### config.mk
export PLATFORM = sky130hd
export DESIGN_NAME = mul_arbiter
export DESIGN_NICKNAME = d
export VERILOG_FILES = /design/src/rtl/mul_arbiter.sv
export SDC_FILE = /design/constraint.sdc
export NUM_CORES = 1
export LEC_CHECK = 0
export BUFFER_PORTS_ARGS = -buffer_cell sky130_fd_sc_hd__buf_2
export CAP_MARGIN = 25
export CORE_ASPECT_RATIO = 2
export CORE_MARGIN = 2
export CORE_UTILIZATION = 35
export CTS_CLUSTER_SIZE = 10
export DETAILED_ROUTE_END_ITERATION = 10
export PLACE_DENSITY = 0.67
export SETUP_SLACK_MARGIN = 0.02
export SLEW_MARGIN = 30
export SYNTH_ARGS = -nofsm -noshare
export SYNTH_HDL_FRONTEND = slang
export SYNTH_SLANG_ARGS = --single-unit
### constraint.sdc
create_clock -name clk -period 6.5 [get_ports clk]
set_input_delay 0.65 -clock clk [delete_from_list [all_inputs] [get_ports clk]]
set_output_delay 0.65 -clock clk [all_outputs]
set_load 0.02 [all_outputs]
### src/rtl/mul_arbiter.sv
// mul_arbiter: round-robin scheduler that shares one int/fp16 multiplier
// among NREQ requesters. Issued operations are tracked by a tag pipe
// aligned to the multiplier latency. Results return through a response
// FIFO whose free space is reserved at issue time (credit count).
//
// Handshakes: a transfer happens in a cycle where valid and ready are both
// high. A source holds valid and its payload stable until it sees ready.
// Ready never depends on the payload.
module mul_arbiter #(
   parameter int NREQ = 4,
   parameter int LAT  = 1,
   localparam int IDW = $clog2(NREQ)
) (
   input  logic               clk,
   input  logic               rst_n,
   input  logic [NREQ-1:0]    req_valid,
   output logic [NREQ-1:0]    req_ready,
   input  logic [NREQ-1:0]    req_mode,
   input  logic [16*NREQ-1:0] req_a,
   input  logic [16*NREQ-1:0] req_b,
   output logic               mul_mode,
   output logic [15:0]        mul_a,
   output logic [15:0]        mul_b,
   input  logic [15:0]        mul_c,
   input  logic               mul_error,
   output logic               rsp_valid,
   input  logic               rsp_ready,
   output logic [IDW-1:0]     rsp_id,
   output logic [15:0]        rsp_c,
   output logic               rsp_error
);

   localparam int DEPTH = LAT + 2;
   localparam int CW    = $clog2(DEPTH + 1);
   localparam int PW    = $clog2(DEPTH);

   logic [IDW-1:0] ptr;
   logic [CW-1:0]  cnt;
   logic           cand_vld;
   logic [IDW-1:0] cand_id;
   logic [IDW-1:0] scan;
   logic           issue;
   logic           pop;

   logic           push_vld;
   logic [IDW-1:0] push_id;
   logic           push_mode;

   logic [PW-1:0]  wr_ptr;
   logic [PW-1:0]  rd_ptr;
   logic [CW-1:0]  fcnt;
   logic [IDW-1:0] f_id  [DEPTH];
   logic [15:0]    f_c   [DEPTH];
   logic           f_err [DEPTH];

   function automatic logic [PW-1:0] wrap_inc(input logic [PW-1:0] p);
      return (p == PW'(DEPTH - 1)) ? '0 : p + 1'b1;
   endfunction

   // Round-robin search: start one past the last winner and wrap upward.
   always_comb begin
      cand_vld = 1'b0;
      cand_id  = '0;
      scan     = ptr;
      for (int k = 0; k < NREQ; k++) begin
         scan = (scan == IDW'(NREQ - 1)) ? '0 : scan + 1'b1;
         if (!cand_vld && req_valid[scan]) begin
            cand_vld = 1'b1;
            cand_id  = scan;
         end
      end
   end

   // A grant needs a reserved FIFO slot; nothing is granted while in reset.
   assign issue = rst_n & cand_vld & (cnt < CW'(DEPTH));
   assign pop   = rsp_valid & rsp_ready;

   // One-hot grant and multiplier operand mux; all zero when nothing issues.
   always_comb begin
      req_ready = '0;
      mul_mode  = 1'b0;
      mul_a     = '0;
      mul_b     = '0;
      for (int i = 0; i < NREQ; i++) begin
         if (issue && cand_id == IDW'(i)) begin
            req_ready[i] = 1'b1;
            mul_mode     = req_mode[i];
            mul_a        = req_a[16*i +: 16];
            mul_b        = req_b[16*i +: 16];
         end
      end
   end

   // Priority pointer remembers the last winner; reset favours requester 0.
   always_ff @(posedge clk or negedge rst_n) begin
      if (!rst_n)     ptr <= IDW'(NREQ - 1);
      else if (issue) ptr <= cand_id;
   end

   // Credits: one per operation between issue and response pop.
   always_ff @(posedge clk or negedge rst_n) begin
      if (!rst_n)               cnt <= '0;
      else if (issue && !pop)   cnt <= cnt + 1'b1;
      else if (!issue && pop)   cnt <= cnt - 1'b1;
   end

   generate
      if (LAT == 0) begin : g_tag_comb
         // Combinational multiplier: the result is written at the issue edge.
         assign push_vld  = issue;
         assign push_id   = cand_id;
         assign push_mode = mul_mode;
      end else begin : g_tag_pipe
         logic [LAT-1:0]          t_vld;
         logic [LAT-1:0][IDW-1:0] t_id;
         logic [LAT-1:0]          t_mode;

         // Tag shift register running in step with the multiplier pipeline.
         always_ff @(posedge clk or negedge rst_n) begin
            if (!rst_n) begin
               t_vld  <= '0;
               t_id   <= '0;
               t_mode <= '0;
            end else begin
               t_vld[0]  <= issue;
               t_id[0]   <= cand_id;
               t_mode[0] <= mul_mode;
               for (int s = 1; s < LAT; s++) begin
                  t_vld[s]  <= t_vld[s-1];
                  t_id[s]   <= t_id[s-1];
                  t_mode[s] <= t_mode[s-1];
               end
            end
         end

         assign push_vld  = t_vld[LAT-1];
         assign push_id   = t_id[LAT-1];
         assign push_mode = t_mode[LAT-1];
      end
   endgenerate

   // FIFO pointers and occupancy; the credit scheme keeps pushes off a full FIFO.
   always_ff @(posedge clk or negedge rst_n) begin
      if (!rst_n) begin
         wr_ptr <= '0;
         rd_ptr <= '0;
         fcnt   <= '0;
      end else begin
         if (push_vld) wr_ptr <= wrap_inc(wr_ptr);
         if (pop)      rd_ptr <= wrap_inc(rd_ptr);
         if (push_vld && !pop)      fcnt <= fcnt + 1'b1;
         else if (!push_vld && pop) fcnt <= fcnt - 1'b1;
      end
   end

   // FIFO storage; int results never report an error.
   always_ff @(posedge clk) begin
      if (push_vld) begin
         f_id[wr_ptr]  <= push_id;
         f_c[wr_ptr]   <= mul_c;
         f_err[wr_ptr] <= mul_error & push_mode;
      end
   end

   assign rsp_valid = rst_n & (fcnt != '0);
   assign rsp_id    = rsp_valid ? f_id[rd_ptr]  : '0;
   assign rsp_c     = rsp_valid ? f_c[rd_ptr]   : '0;
   assign rsp_error = rsp_valid ? f_err[rd_ptr] : 1'b0;

endmodule
## Yosys cells after proc, flatten, opt, wreduce, memory -nomap -nowiden

Memories as Yosys holds them, arrays and structs flattened.
Cells that the tools add are included.

- Add/sub/neg operators: 10
- $lt $le $gt $ge: 5
- Equal/unequal tests: 9
- Multiplexer cells: 47
- Bitwise gates (word level): 5
- Reduce and logical (&&, ||, !) cells: 21

Operators by type and width:

| cell | number |
|---|---|
| 16-bit 2-to-1 mux | 9 |
| 2-bit 2-to-1 mux | 15 |
| 1-bit 2-to-1 mux | 19 |
| 2-bit by 1-bit adder with 2-bit output (second input constant) | 8 |
| 2-bit == test (second input constant) | 8 |
| 2-bit by 3-bit < comparator with 1-bit output (second input constant) | 4 |
| 1-bit logical AND | 11 |
| 1-bit binary-select mux with 2-bit select | 4 |
| 1-bit zero test | 6 |
| 2-bit nonzero test | 3 |
| 1-bit AND | 5 |
| 2-bit by 1-bit subtractor with 2-bit output (second input constant) | 2 |
| 2-bit by 1-bit == test with 1-bit output (second input constant) | 1 |
| 2-bit zero test | 1 |
| 2-bit < comparator (second input constant) | 1 |

- Bits in registers: 14
- Memory bits (writable): 57
- Input bits: 156
- Output and inout port bits: 57
- Word-level logic and storage cells: 108
- Memories kept: 3

Memory list:

| memory | words | width | read ports | clocked after memory_dff | wr ports | line | text |
|---|---|---|---|---|---|---|---|
| f_c | 3 | 16 | 1 | 0 | 1 | 53 | `logic [15:0] f_c [DEPTH];` |
| f_id | 3 | 2 | 1 | 0 | 1 | 52 | `logic [IDW-1:0] f_id [DEPTH];` |
| f_err | 3 | 1 | 1 | 0 | 1 | 54 | `logic f_err [DEPTH];` |

## Depth between registers and ports, before layout

- Depth after elaboration: 21
- Mapped depth: 10
- Mapped depth without buffers: 8

## Least setup slack after synthesis

Ideal clock, no wire load.

- Path kind: register to output
- From: reg ptr[0]
- To: out mul_a[0]
- Arrival time: 2.716 ns
- Required time: 5.850 ns
- Path slack: 3.134 ns
- Stages on the path, launching flop included: 10
- Path buffers: 3
- Cell sequence: dfstp_2 ha_1 buf_2 o31ai_1 a21o_4 buf_12 inv_6 buf_6 mux2i_1 a211oi_1

- Word-level cells in the longest chain between the ends: 21
- Elaborated cells on any way between the ends: 48
- Those cells by class: 4 x add/sub; 7 x eq/ne; 24 x mux; 2 x bitwise; 11 x reduce/logical

RTL lines:

| item | line | text |
|---|---|---|
| from (decl) | 37 | `logic [IDW-1:0] ptr;` |
| from (signal assigned) | 96 | `if (!rst_n) ptr <= IDW'(NREQ - 1);` |
| from (signal assigned) | 97 | `else if (issue) ptr <= cand_id;` |
| 2-bit by 1-bit adder with 2-bit output or 2-bit == test (tied branches) | 66 | `scan = (scan == IDW'(NREQ - 1)) ? '0 : scan + 1'b1;` |
| 2-bit 2-to-1 mux (*) | 66 |  |
| branches (longest 18 deep; another with 2-bit by 1-bit adder with 2-bit output) | -- |  |
| 16-bit 2-to-1 mux (*) | 85 | `if (issue && cand_id == IDW'(i)) begin` |
| to (decl) | 22 | `output logic [15:0] mul_a,` |

Every way passes the cells marked *. The select of a mux whose other input is x is not followed.

## Worst setup path in the final report

- From: reg ptr[0]
- To: out mul_mode

- Word-level cells in the longest chain between the ends: 21
- Elaborated cells on any way between the ends: 48
- Those cells by class: 4 x add/sub; 7 x eq/ne; 24 x mux; 2 x bitwise; 11 x reduce/logical

RTL lines:

| item | line | text |
|---|---|---|
| 2-bit by 1-bit adder with 2-bit output or 2-bit == test (tied branches) | 66 |  |
| 2-bit 2-to-1 mux (*) | 66 |  |
| branches (longest 18 deep; another with 2-bit by 1-bit adder with 2-bit output) | -- |  |
| 1-bit 2-to-1 mux (*) | 85 |  |
| to (decl) | 21 | `output logic mul_mode,` |

Marked as above.

==> flow_summary.yaml <==
power_and_ir_drop:
  powerDensity_mw_per_mm2: 504.9
  leakagePower_uw: 0.002711
  p_clk_share_pct: 17.4
  p_seq_share_pct: 24.6
  switching_power_uw: 1399
  power.total_uw: 3013
  ir_drop_mv: 0.3012
  intPower_uw: 1614
  power_frac_comb_pct: 57.9
  sw_frac_of_total_pct: 46.44
clock_tree:
  insertion_delay_ns: 0.32
  clockRootBuffer: "clkbuf_16"
  ctsHoldBuffers: 0
  cts.repair.resized: 0
  clockBufferDepth: 2
  ctsHtreeMaxLevel: 3
  clk_pin_slew_worst_paths_ns: 0.06
  tritoncts: "yes"
  cts_setup_buffers: 0
  clock-sinks: 71
  cts_buffers: 9
floorplan:
  io_pins: 213
  num_rows: 59
  die_y_um: 165.7
  dieArea_mm2: 0.01406
  core_mm2: 0.01292
  initial_core_util_pct: 35.42
  die_w_um: 84.85
synth:
  yosys.cell_types.count: 44
  synth_nets: 579
  yosys-top-cells-area: "edfxtp_1 37%, mux2i_1 12%, a211oi_1 9.4%, dfrtp_1 6.6%, a221oi_1 5.7%"
  yosys_warnings: 0
  synth_area_leader_cell: "edfxtp_1"
  syn_area_mm2: 0.004576
  synth_edf_count: 57
  synthCells: 420
  async_flop_share_pct: 19.72
  ys_seq_area_share_pct: 45.12
  dominantRegCellSynth: "edfxtp_1"
  synth_area_per_cell_um2: 10.89
  synth_top_area_share_pct: 37.41
  yosys_register_bits: 71
worst_setup_path:
  setup.worst_path.start: "ptr[0]"
  endpoint_kind: "primary output"
  startpoint_type: "flip-flop"
  cp_data_arrival_time_ns: 3.68
  rr_worst_depth: 8
  endpoint: "mul_mode"
  cp.required_ns: 5.85
  rr_startpoint: "ptr[0]"
  rrSetupSlack_ns: 3.27
  timing.rr.end: "g_tag_pipe.t_mode"
  worstPathMaxFanout: 37
  crit_type: "reg -> out"
placement:
  place_congestion: 0.8293
  io_buffers: 212
  dp_hpwl_um: 10730
drt:
  detail-route-antenna-nets: 0
  viasPerCell: 5.422
  wirelength_um: 13890
  drt_iter0_drc: 157
  wl_per_cell_um: 18.10
  drcViolationCount: 0
  num_vias: 4159
  dr.pass1.iters: 4
final_layout:
  area_delta_synth_final_pct: 30.43
  num-fill-cells: 1221
  drive_gt1_share_pct: 43.97
  fin_nets: 768
  final_core_util_pct: 46.20
sta:
  period_minus_slack_ns: 4.325
  grt_setup_unrepaired: "no"
  slew_violations: 0
  timing.slew.headroom_pct: 54.80
  post-route-period-util_pct: 66.54
  tightest_slew_ns: 0.6779
  tns_ns: 0
  hold_violations: 0
  fmax_ghz: 0.2312
  fin_skew_ns: 0.005215
  setup_viol: 0
global_route:
  grt_max_degree: 43
  antenna_found_initial: 1
  grt_pass1_wl_um: 21670
  grt_usage_pct: 19.55
  grt_pass1_vias: 4274
  grt-ovfl-total: 0
status:
  status: "complete, no violations"
job:
  maxCapViolCount: 0
min_path:
  hold_path.class: "in -> async"
-- through the flow --
step	worst slack (ns)	hold slack [ns]	instances	area [um2]
after floorplan	3.134	0.3544	420	4576
after global placement	2.527	0.4530	750	5623
after detailed placement	2.425	0.4593	750	5630
after CTS	2.122	0.2422	766	5958
after global routing	1.941	0.2723	767	5968
final	2.175	0.2486	767	5968
-- worst max-delay path, stage by stage, from the launching register on --
cell      delay (ns)
dfstp_2         0.66
ha_1            0.39
nor2_1          0.14
a221oi_4        0.23
buf_4           0.38
a21o_4          0.43
inv_6           0.27
mux2i_1         0.19
a211oi_1        0.36
buf_2           0.26
-- state kept, by name (all words and copies together) (netlist names) --
signal and flops:
g_tag_pipe.t_id 2, ptr 2, fcnt 2, g_tag_pipe.t_mode 1, wr_ptr 2, cnt 2
g_tag_pipe.t_vld 1, f_id 6, f_err 3, rd_ptr 2, f_c 48
-- cell families (layout without fill, tap and decap cells) --
| kind of cell | count (synthesis) | in the layout | synth area share [%] |
|---|---|---|---|
| AND/OR/NAND/NOR | 69 | 69 | 6.617 |
| adder cells (fa/ha/maj) | 3 | 3 | 0.8204 |
| buffers and inverters | 82 | 276 | 9.817 |
| other | 0 | 1 | 0 |
| flip-flops | 71 | 71 | 45.12 |
| XOR/XNOR | 6 | 6 | 1.148 |
| AO/OA/AOI/OAI | 133 | 133 | 23.90 |
| multiplexers | 56 | 56 | 12.58 |
-- worst min path at each step --
stage,from,end,slack [ns],cells past startpoint
after global placement,g_tag_pipe.t_id[0],f_id[0][0],0.45,0
after detailed placement,g_tag_pipe.t_id[1],f_id[1][1],0.46,0
after CTS,rst_n,wr_ptr[0],0.24,1
final,rst_n,wr_ptr[0],0.25,1
after floorplan,rst_n,cnt[0],0.35,0
after global routing,rst_n,wr_ptr[0],0.27,1
-- cell type report --
type | count | area (um2) | share of cell area [%]
clock inverters | 7 | 102.6 | 1.719
clock buffers | 9 | 225.2 | 3.774
well taps | 152 | 190.2 | 3.187
multi-input cells | 267 | 2106 | 35.28
diodes | 1 | 2.502 | 0.04193
inverters | 41 | 161.4 | 2.704
repair buffers | 219 | 1114 | 18.66
flip-flops and latches | 71 | 2067 | 34.63
-- metal layers --
layer  wire length [um]  GRT usage [%]  share of wire (%)
met1               5250          23.24                 38
met2               7040          33.21                 51
met3               1129          3.837                8.1
met4                466          9.524                3.4
met5                  0              0                  0
-- power groups by stage --
stage	Sequential, uW	Clock, uW	Combinational (uW)
after floorplan	667	0	1500
after global placement	742	0	1710
after detailed placement	755	0	1740
after CTS	746	535	1750
after global routing	760	554	1890
final	743	526	1750
-- synth_stat cells, types with 2 or more instances --
cell type,number
buf_1,4
nor3_1,3
xnor2_1,2
inv_1,38
xor2_1,4
nor2_1,48
mux2i_1,53
mux2_2,2
edfxtp_1,57
buf_6,14
nand2_1,9
a211oi_1,57
a21oi_1,20
a21o_1,2
dfrtp_1,12
ha_1,3
a221oi_1,30
clkbuf_1,18
dfstp_2,2
a211oi_2,10
o21ai_0,4
nor3_2,2
buf_4,3
a221oi_2,3
-- cell usage in the layout (no fill, tap or decap), drive strengths merged, types with 2 or more instances in the layout --
master	count
mux2	2
a211oi	67
ha	3
clkbuf	9
inv	44
dfstp	2
nand2	10
a21o	3
a221oi	34
mux2i	53
a21oi	20
o21ai	5
edfxtp	57
xor2	4
buf	219
dfrtp	12
or3	2
bufinv	2
xnor2	2
nor2	48
nor3	5
Power figures use the tool's default switching activity.
